## config.mk

```make
export PLATFORM = sky130hd
export DESIGN_NAME = axi_err_slv_burst
export DESIGN_NICKNAME = d
export VERILOG_FILES = /design/src/rtl/axi_err_slv_burst.sv
export SDC_FILE = /design/constraint.sdc
export NUM_CORES = 1
export LEC_CHECK = 0
export CORE_ASPECT_RATIO = 1.75
export CORE_UTILIZATION = 46
export CTS_BUF_LIST = sky130_fd_sc_hd__clkbuf_8
export CTS_CLUSTER_SIZE = 20
export DETAILED_ROUTE_END_ITERATION = 10
export HOLD_SLACK_MARGIN = 0.03
export PLACE_DENSITY = 0.88
export SYNTH_ARGS = -nofsm -noshare
export SYNTH_HDL_FRONTEND = slang
export SYNTH_SLANG_ARGS = --single-unit
```

## constraint.sdc

```tcl
create_clock -name aclk -period 4.6 [get_ports aclk]
set_clock_uncertainty 0.15 [all_clocks]
set_input_delay 0.92 -clock aclk [delete_from_list [all_inputs] [get_ports aclk]]
set_output_delay 0.92 -clock aclk [all_outputs]
set_load 0.01 [all_outputs]
```

## src/rtl/axi_err_slv_burst.sv

```systemverilog
// ============================================================================
// Module  : axi_err_slv_burst
// Brief   : AXI4 error slave; drains write bursts, returns RESP on B and R beats.
//           Optional capture of the first unmapped access: ERR_SLV_LOG_EN.
// Revision: 1.0
// ============================================================================
`default_nettype none

module axi_err_slv_burst #(
   parameter int          ID_W    = 4,
   parameter int          ADDR_W  = 32,
   parameter int          DATA_W  = 32,
   parameter int          MAX_TXN = 2,
   parameter logic [1:0]  RESP    = 2'b11,
   parameter logic [31:0] RDATA   = 32'hBADCAB1E
) (
   input  logic              aclk,
   input  logic              areset,
   input  logic [ID_W-1:0]   s_awid,
   input  logic [ADDR_W-1:0] s_awaddr,
   input  logic [7:0]        s_awlen,
   input  logic              s_awvalid,
   output logic              s_awready,
   input  logic              s_wlast,
   input  logic              s_wvalid,
   output logic              s_wready,
   output logic [ID_W-1:0]   s_bid,
   output logic [1:0]        s_bresp,
   output logic              s_bvalid,
   input  logic              s_bready,
   input  logic [ID_W-1:0]   s_arid,
   input  logic [ADDR_W-1:0] s_araddr,
   input  logic [7:0]        s_arlen,
   input  logic              s_arvalid,
   output logic              s_arready,
   output logic [ID_W-1:0]   s_rid,
   output logic [DATA_W-1:0] s_rdata,
   output logic [1:0]        s_rresp,
   output logic              s_rlast,
   output logic              s_rvalid,
   input  logic              s_rready
`ifdef ERR_SLV_LOG_EN
   ,
   output logic              err_valid_o,
   output logic [ADDR_W-1:0] err_addr_o,
   output logic              err_is_wr_o,
   input  logic              err_clr_i
`endif
);

   localparam int             c_PW       = (MAX_TXN > 1) ? $clog2(MAX_TXN) : 1;
   localparam int             c_CW       = $clog2(MAX_TXN + 1);
   localparam int             c_ARW      = ID_W + 8;
   localparam logic [c_PW-1:0] c_PTR_LAST = c_PW'(MAX_TXN - 1);
   localparam logic [c_CW-1:0] c_FULL     = c_CW'(MAX_TXN);
   localparam logic [DATA_W-1:0] c_RDATA  = DATA_W'(RDATA);

   localparam logic [0:0] S_IDLE = 1'b0;
   localparam logic [0:0] S_BUSY = 1'b1;

   // Holds the address channels not-ready for the first cycle after reset.
   logic r_live;

   always_ff @(posedge aclk) begin
      if (areset) r_live <= 1'b0;
      else        r_live <= 1'b1;
   end

   // ---------------- write path ----------------
   logic [ID_W-1:0] r_aw_mem [MAX_TXN];
   logic [c_PW-1:0] r_aw_wr, r_aw_rd;
   logic [c_CW-1:0] r_aw_cnt;
   logic            r_bvalid;
   logic [ID_W-1:0] r_bid;
   logic            w_aw_push, w_aw_pop;

   assign s_awready = r_live & (r_aw_cnt != c_FULL);
   assign s_wready  = (r_aw_cnt != '0) & ~r_bvalid;
   assign w_aw_push = s_awvalid & s_awready;
   assign w_aw_pop  = s_wvalid & s_wready & s_wlast;

   always_ff @(posedge aclk) begin
      if (w_aw_push) r_aw_mem[r_aw_wr] <= s_awid;
   end

   always_ff @(posedge aclk) begin
      if (areset) begin
         r_aw_wr  <= '0;
         r_aw_rd  <= '0;
         r_aw_cnt <= '0;
      end else begin
         if (w_aw_push) r_aw_wr <= (r_aw_wr == c_PTR_LAST) ? '0 : r_aw_wr + 1'b1;
         if (w_aw_pop)  r_aw_rd <= (r_aw_rd == c_PTR_LAST) ? '0 : r_aw_rd + 1'b1;
         r_aw_cnt <= r_aw_cnt + c_CW'(w_aw_push) - c_CW'(w_aw_pop);
      end
   end

   always_ff @(posedge aclk) begin
      if (areset) begin
         r_bvalid <= 1'b0;
         r_bid    <= '0;
      end else if (w_aw_pop) begin
         r_bvalid <= 1'b1;
         r_bid    <= r_aw_mem[r_aw_rd];
      end else if (s_bready) begin
         r_bvalid <= 1'b0;
      end
   end

   assign s_bvalid = r_bvalid;
   assign s_bid    = r_bid;
   assign s_bresp  = RESP;

   // ---------------- read path ----------------
   logic [c_ARW-1:0] r_ar_mem [MAX_TXN];
   logic [c_PW-1:0]  r_ar_wr, r_ar_rd;
   logic [c_CW-1:0]  r_ar_cnt;
   logic [0:0]       r_rstate;
   logic [ID_W-1:0]  r_rid;
   logic [7:0]       r_rlen, r_rcnt;
   logic             w_ar_push, w_ar_pop, w_ar_empty, w_r_fire, w_r_last;
   logic [c_ARW-1:0] w_ar_head;

   assign s_arready  = r_live & (r_ar_cnt != c_FULL);
   assign w_ar_push  = s_arvalid & s_arready;
   assign w_ar_empty = (r_ar_cnt == '0);
   // An empty FIFO forwards the incoming request so an idle engine starts next cycle.
   assign w_ar_head  = w_ar_empty ? {s_arid, s_arlen} : r_ar_mem[r_ar_rd];
   assign w_r_fire   = s_rvalid & s_rready;
   assign w_r_last   = (r_rcnt == r_rlen);
   assign w_ar_pop   = ((r_rstate == S_IDLE) & (~w_ar_empty | w_ar_push)) |
                       (w_r_fire & w_r_last & ~w_ar_empty);

   always_ff @(posedge aclk) begin
      if (w_ar_push) r_ar_mem[r_ar_wr] <= {s_arid, s_arlen};
   end

   always_ff @(posedge aclk) begin
      if (areset) begin
         r_ar_wr  <= '0;
         r_ar_rd  <= '0;
         r_ar_cnt <= '0;
      end else begin
         if (w_ar_push) r_ar_wr <= (r_ar_wr == c_PTR_LAST) ? '0 : r_ar_wr + 1'b1;
         if (w_ar_pop)  r_ar_rd <= (r_ar_rd == c_PTR_LAST) ? '0 : r_ar_rd + 1'b1;
         r_ar_cnt <= r_ar_cnt + c_CW'(w_ar_push) - c_CW'(w_ar_pop);
      end
   end

   always_ff @(posedge aclk) begin
      if (areset) begin
         r_rstate <= S_IDLE;
         r_rid    <= '0;
         r_rlen   <= '0;
         r_rcnt   <= '0;
      end else if (w_ar_pop) begin
         r_rstate <= S_BUSY;
         r_rid    <= w_ar_head[c_ARW-1:8];
         r_rlen   <= w_ar_head[7:0];
         r_rcnt   <= '0;
      end else if (w_r_fire) begin
         if (w_r_last) r_rstate <= S_IDLE;
         else          r_rcnt   <= r_rcnt + 8'd1;
      end
   end

   assign s_rvalid = (r_rstate == S_BUSY);
   assign s_rlast  = s_rvalid & w_r_last;
   assign s_rid    = r_rid;
   assign s_rdata  = c_RDATA;
   assign s_rresp  = RESP;

   // ---------------- optional error log ----------------
`ifdef ERR_SLV_LOG_EN
   logic              r_err_valid;
   logic [ADDR_W-1:0] r_err_addr;
   logic              r_err_is_wr;

   always_ff @(posedge aclk) begin
      if (areset) begin
         r_err_valid <= 1'b0;
         r_err_addr  <= '0;
         r_err_is_wr <= 1'b0;
      end else if (err_clr_i) begin
         r_err_valid <= 1'b0;
      end else if (~r_err_valid & (w_ar_push | w_aw_push)) begin
         r_err_valid <= 1'b1;
         r_err_addr  <= w_ar_push ? s_araddr : s_awaddr;
         r_err_is_wr <= ~w_ar_push;
      end
   end

   assign err_valid_o = r_err_valid;
   assign err_addr_o  = r_err_addr;
   assign err_is_wr_o = r_err_is_wr;

   logic w_unused;
   assign w_unused = ^s_awlen;
`else
   logic w_unused;
   assign w_unused = ^{s_awlen, s_awaddr, s_araddr};
`endif

endmodule

`default_nettype wire

```

After elaboration in Yosys (flattened, before gate mapping):

Memories as Yosys holds them, arrays and structs flattened. A register that Yosys moved wholly into a read port is not among the register bits.
Cells that the tools add are included.

* register bits after elaboration: 31
* RAM bits: 32
* bits of input ports: 96
* output and inout port bits: 50
* logic and storage cells: 69
* memories: 2

* $add $sub $neg: 9
* equality and inequality tests: 3
* multiplexer cells: 17
* bitwise operators: 18
* reductions and logical operators: 8

Memory list
* r_ar_mem: depth 2, width 12, rd ports 1, clocked after Yosys merged registers in 1, write ports 1, RTL line 115 `logic [c_ARW-1:0] r_ar_mem [MAX_TXN];`
* r_aw_mem: depth 2, width 4, rd ports 1, clocked after Yosys merged registers in 1, write ports 1, RTL line 70 `logic [ID_W-1:0] r_aw_mem [MAX_TXN];`

Operators by type and width (number)
* 2-to-1 mux 1 bit: 16
* AND 1 bit: 12
* 2-to-1 mux 12 bit: 1
* adder 8 x 1 -> 8 bit (second input constant): 1
* == test 8 bit: 1
* nonzero test 2 bit: 4
* adder 1 bit (second input constant): 4
* adder 2 x 1 -> 2 bit: 2
* inequality test 2 bit (second input constant): 2
* NOT 1 bit: 4
* AND reduction 2 bit: 2
* subtractor 2 x 1 -> 2 bit: 2
* zero test 2 bit: 1
* bitwise OR 1 bit: 2
* OR reduction 2 bit: 1

Logic depth before layout (Yosys ltp):

* word-level depth: 8
* mapped depth: 12
* mapped depth without buffers: 10

Least setup slack after synthesis:

No wires, ideal clock.

* path kind: in2reg
* from: in s_arvalid
* to: reg r_ar_cnt[1]
* setup time: 0.128 ns
* arrival time: 2.348 ns
* data required time: 4.322 ns
* slack: 1.974 ns
* cell stages on the path: 11
* buffers on the path: 1
* path through: nand2_1 -> a21oi_1 -> a41oi_2 -> clkinv_2 -> buf_6 -> ha_1 -> inv_1 -> ha_1 -> xor2_1 -> xnor2_1 -> nor2_1

* cells in the longest elaborated chain, start to end: 5
* elaborated cells between the ends (all ways): 6
* those cells by class: add/sub: 2; bitwise: 4

RTL lines
* start, declared: RTL line 34 `input logic s_arvalid,`
* AND 1 bit: RTL line 125 `assign w_ar_push = s_arvalid & s_arready;`
* bitwise OR 1 bit: RTL line 131 `assign w_ar_pop = ((r_rstate == S_IDLE) & (~w_ar_empty | w_ar_push)) |`
* AND 1 bit: RTL line 131
* bitwise OR 1 bit: RTL line 131
* named net w_ar_pop: RTL line 121 `logic w_ar_push, w_ar_pop, w_ar_empty, w_r_fire, w_r_last;`
* subtractor 2 x 1 -> 2 bit: RTL line 146 `r_ar_cnt <= r_ar_cnt + c_CW'(w_ar_push) - c_CW'(w_ar_pop);`
* end signal, assigned: RTL line 146
* end, declared: RTL line 117 `logic [c_CW-1:0] r_ar_cnt;`

The timed path passes the listed nets, and every way through them passes these cells.
A chain may end at the register's enable or synchronous reset.

Worst setup path in the final report:

* from: reg r_rcnt[2]
* to: out s_rlast

* cells in the longest elaborated chain, start to end: 2

RTL lines
* start, declared: RTL line 120 `logic [7:0] r_rlen, r_rcnt;`
* start signal, assigned: RTL line 163 `else r_rcnt <= r_rcnt + 8'd1;`
* == test 8 bit: RTL line 130 `assign w_r_last = (r_rcnt == r_rlen);`
* AND 1 bit: RTL line 168 `assign s_rlast = s_rvalid & w_r_last;`
* end, declared: RTL line 39 `output logic s_rlast,`

Every way passes these cells.

==> impl.org <==
** Clock tree
- Clock-pin slew was measured on the worst setup and hold paths at 70 ps.
- Number of levels in the clock H-tree :: 3
- The number of setup buffers added after CTS is 0.
- Number of sinks on the clock net :: 68
- Worst-Skew Late Latency :: 330 ps
- The clock passes through at most 2 buffers.
- Counting the buffers created by CTS gives 9.
- After clock tree synthesis, the flow added hold-fix buffers numbering 0.
- Post-cts repair resize count :: 0
- TritonCTS clock tree :: built
- CTS root buf :: sky130_fd_sc_hd__clkbuf_8

** Synthesis
- For this run, the register share of the synthesized area comes to 53.8%.
- Synthesis produced 288 cells.
- A synthesized cell averages between 10 and 15 sq um.
- After synthesis, the netlist uses 31 different library cells.
- In this run the cell area of the synthesized design comes to roughly 3100 sq um.
- Count of yosys warnings during synthesis :: 0
- Yosys reg bits :: 68

** Global routing
- Vias in the first global route :: ~1.9k
- Overall overflow remaining after global route :: 0
- Antenna violations before repair :: 0
- Global routing used 15.1% of the available tracks.
- Maximum number of pins on one net before global-route repair :: 37
- The first global-routing pass estimated between 8000 and 9000 microns of wire.

** Setup path
- Startpoint-to-endpoint class of the critical path :: reg2out
- Startpoint types :: flop
- Flop2flop setup slack :: a little under 2000 ps
- Setup crit end kind :: output port
- Crit path arrival time :: around 2300 ps
- In this run the worst path has a maximum fanout of 9.
- Critical path required time :: around 3500 ps
- For the worst flop-to-flop path, the logic depth is 11.

** Floorplan
- between 100 and 150 I/O pins were placed.
- Cell row count :: 39
- Standard cell core area :: about 6500 sq um
- For this configuration, the core starts out at a cell density of between 40% and 50%.
- The floorplan step defined a die boundary enclosing approximately 7100 sq um.
- Die Y :: 111 microns
- The floorplan step set the die width to roughly 64 microns.

** Layout
- The top cell types in the final layout, fill and taps aside, are sky130_fd_sc_hd__clkdlybuf4s50_1, sky130_fd_sc_hd__dfxtp_1, sky130_fd_sc_hd__conb_1, sky130_fd_sc_hd__nand2_1, sky130_fd_sc_hd__edfxtp_1.
- Core utilization of the finished layout :: 55.6%
- Total area of multi-input combinational cells :: between 1000 and 1500 sq um
- Registers take between 1500 and 2000 sq um.
- 0 antenna diodes ended up in the layout.
- Area overhead of the layout relative to synthesis :: 16.4%
- In the final design database the tool counted 424 nets.
- Layout cell share with drive strength beyond 1 :: ~7.6%
- After filler insertion, the fill cell instance count of the layout stands at 550.
- The library cell used most frequently in the layout, excluding fill and tap cells, is sky130_fd_sc_hd__clkdlybuf4s50_1.

** Route
- # DRC :: 0
- Total Wirelength :: around 5200 microns
- Using the TritonRoute via totals, the vias-per-cell ratio works out to 4.88.
- The first routing iteration left approximately 110 violations.
- The routed layout has 2000 vias.
- Detailed Routing Iterations Pass 1 :: 4
- The detail route stage leaves a number of antenna-violating nets equal to 0.
- Dividing the detail-routed wire length by the instance count gives ~13 microns.

** Power
- Flop pwr share :: between 40% and 50%
- Clock share of power :: ~28%
- Switching fraction of total power :: between 30% and 40%
- Peak supply drop :: between 0.3 and 0.4 mV
- Relative contribution of combinational cells to total power :: between 30% and 40%
- Psw :: approximately 640 uW
- Internal power component :: approximately 1300 uW
- Pwr per Cell Area :: approximately 540 nW/um^2
- Leakage dissipation :: ~0.0014 uW

** Min path
- Hold path cells :: 2
- In this run the worst hold path is classified as reg2reg.

** STA
- Setup repair after global routing left no endpoint under its margin.
- Final Hold Viols :: 0
- Pin slew with the least headroom to its limit :: approximately 1000 ps
- Normalized max-slew margin :: between 30% and 40%
- Setup violations remaining at the end of the flow were counted as 0.
- Portion of the clock cycle consumed by the worst path in the final layout :: approximately three quarters
- The number of slew-limit violations in the final report was 0.
- Min cycle time layout :: approximately 3400 ps
- Summed over all failing endpoints, the final setup total negative slack is 0 ps.
- Highest clock frequency the design can meet :: 298 MHz

** Placed design
- Placed wire-length estimate after detailed placement :: 3610 microns
- Buffers placed on the I/O ports in this run total 37.
- At the end of routability-driven placement, the weighted congestion stood at around 0.87.

** Status
- Outcome :: finished clean

** Run
- Max-cap check violation count :: 0
[Yosys cell counts]
cell type / instances / share of area (%)
sky130_fd_sc_hd__a2111oi_0: 1 / 0.28
sky130_fd_sc_hd__nor2_1: 20 / 2.4
sky130_fd_sc_hd__nand3_1: 1 / 0.16
sky130_fd_sc_hd__clkinv_2: 1 / 0.16
sky130_fd_sc_hd__buf_6: 3 / 1.1
sky130_fd_sc_hd__ha_1: 5 / 2.0
sky130_fd_sc_hd__a41oi_2: 1 / 0.52
sky130_fd_sc_hd__a21boi_0: 2 / 0.48
sky130_fd_sc_hd__nor4_4: 2 / 1.4
sky130_fd_sc_hd__nor2b_1: 2 / 0.40
sky130_fd_sc_hd__o2bb2ai_1: 1 / 0.28
sky130_fd_sc_hd__nand4_1: 2 / 0.40
sky130_fd_sc_hd__a21oi_1: 19 / 3.0
sky130_fd_sc_hd__buf_1: 3 / 0.36
sky130_fd_sc_hd__buf_4: 36 / 8.7
sky130_fd_sc_hd__xor2_1: 10 / 2.8
sky130_fd_sc_hd__xnor2_1: 13 / 3.6
sky130_fd_sc_hd__inv_1: 10 / 1.2
sky130_fd_sc_hd__conb_1: 2 / 0.24
sky130_fd_sc_hd__mux2i_1: 17 / 5.4
sky130_fd_sc_hd__clkbuf_1: 8 / 0.96
sky130_fd_sc_hd__nand2_1: 32 / 3.8
sky130_fd_sc_hd__and3_1: 1 / 0.20
sky130_fd_sc_hd__a211oi_1: 6 / 1.4
sky130_fd_sc_hd__or2_2: 1 / 0.20
sky130_fd_sc_hd__o211ai_2: 1 / 0.40
sky130_fd_sc_hd__dfxtp_1: 36 / 23
sky130_fd_sc_hd__o211ai_1: 11 / 2.6
sky130_fd_sc_hd__nor3_1: 8 / 1.3
sky130_fd_sc_hd__and4_1: 1 / 0.28
sky130_fd_sc_hd__edfxtp_1: 32 / 31
[worst max-delay path, stage by stage (launching register included)]
cell and delay [ps]:
sky130_fd_sc_hd__dfxtp_1 450, sky130_fd_sc_hd__xor2_1 140, sky130_fd_sc_hd__nor4_4 530, sky130_fd_sc_hd__nand2_1 140, sky130_fd_sc_hd__nor2_1 140, sky130_fd_sc_hd__clkdlybuf4s50_1 550
[layer usage]
layer  routed length, microns  GRT usage (%)
met1                     1970           15.5
met2                     2770           26.9
met3                      337           4.32
met4                      115           7.70
met5                        0              0
[layout make-up]
type / instances / area share, %
sequential: 68 / 46.2
multi-input combinational: 193 / 32.5
clock inverter: 5 / 2.30
inverter: 11 / 1.17
timing repair buffer: 40 / 10.8
tap: 82 / 2.82
clock buffer: 11 / 4.16
[worst paths after layout]
kind | start | endpoint
max | r_rcnt[2] | s_rlast
min reg2reg | s_rid[1] | s_rid[1]
min | s_rid[1] | s_rid[1]
max reg2reg | r_rcnt[2] | r_ar_cnt[1]
[flip-flops by register name, indices dropped and copies added, names as in the netlist, 2 cells and up, named ones only]
| name | flops |
|---|---|
| r_ar_cnt | 2 |
| r_aw_cnt | 2 |
| r_rlen | 8 |
| r_rcnt | 8 |
| r_aw_mem | 8 |
| s_rid | 4 |
| s_bid | 4 |
| r_ar_mem | 24 |
[cells by family after synthesis]
logic type / after synthesis / synth area share [%]
DFF: 68 / 53.8
AOI/OAI and AO/OA: 42 / 9.09
adders and majority gates: 5 / 2.00
other: 2 / 0.240
buffers and inverters: 61 / 12.4
and+or+nand+nor: 70 / 10.5
xor gates and xnor gates: 23 / 6.45
muxes: 17 / 5.45
[through the flow]
step	cell area, sq um	hold WS (ps)	std cells	total power [uW]	setup WS (ps)
2_1_floorplan	3250	293	322	1290	1970
3_3_place_gp	3400	294	394	1420	1520
3_5_place_dp	3400	298	394	1440	1410
4_1_cts	3640	311	410	1990	1220
5_1_grt	3640	338	410	2090	1070
6_report	3640	309	410	1980	1240
[power groups by stage]
stage | sequential [uW] | clock (uW) | combinational [uW]
after floorplan | 796 | 0 | 495
after global placement | 811 | 0 | 604
after detailed placement | 816 | 0 | 623
after CTS | 804 | 558 | 629
after global routing | 815 | 585 | 691
final | 803 | 550 | 625
No activity file was read; power rests on OpenSTA's default activity.
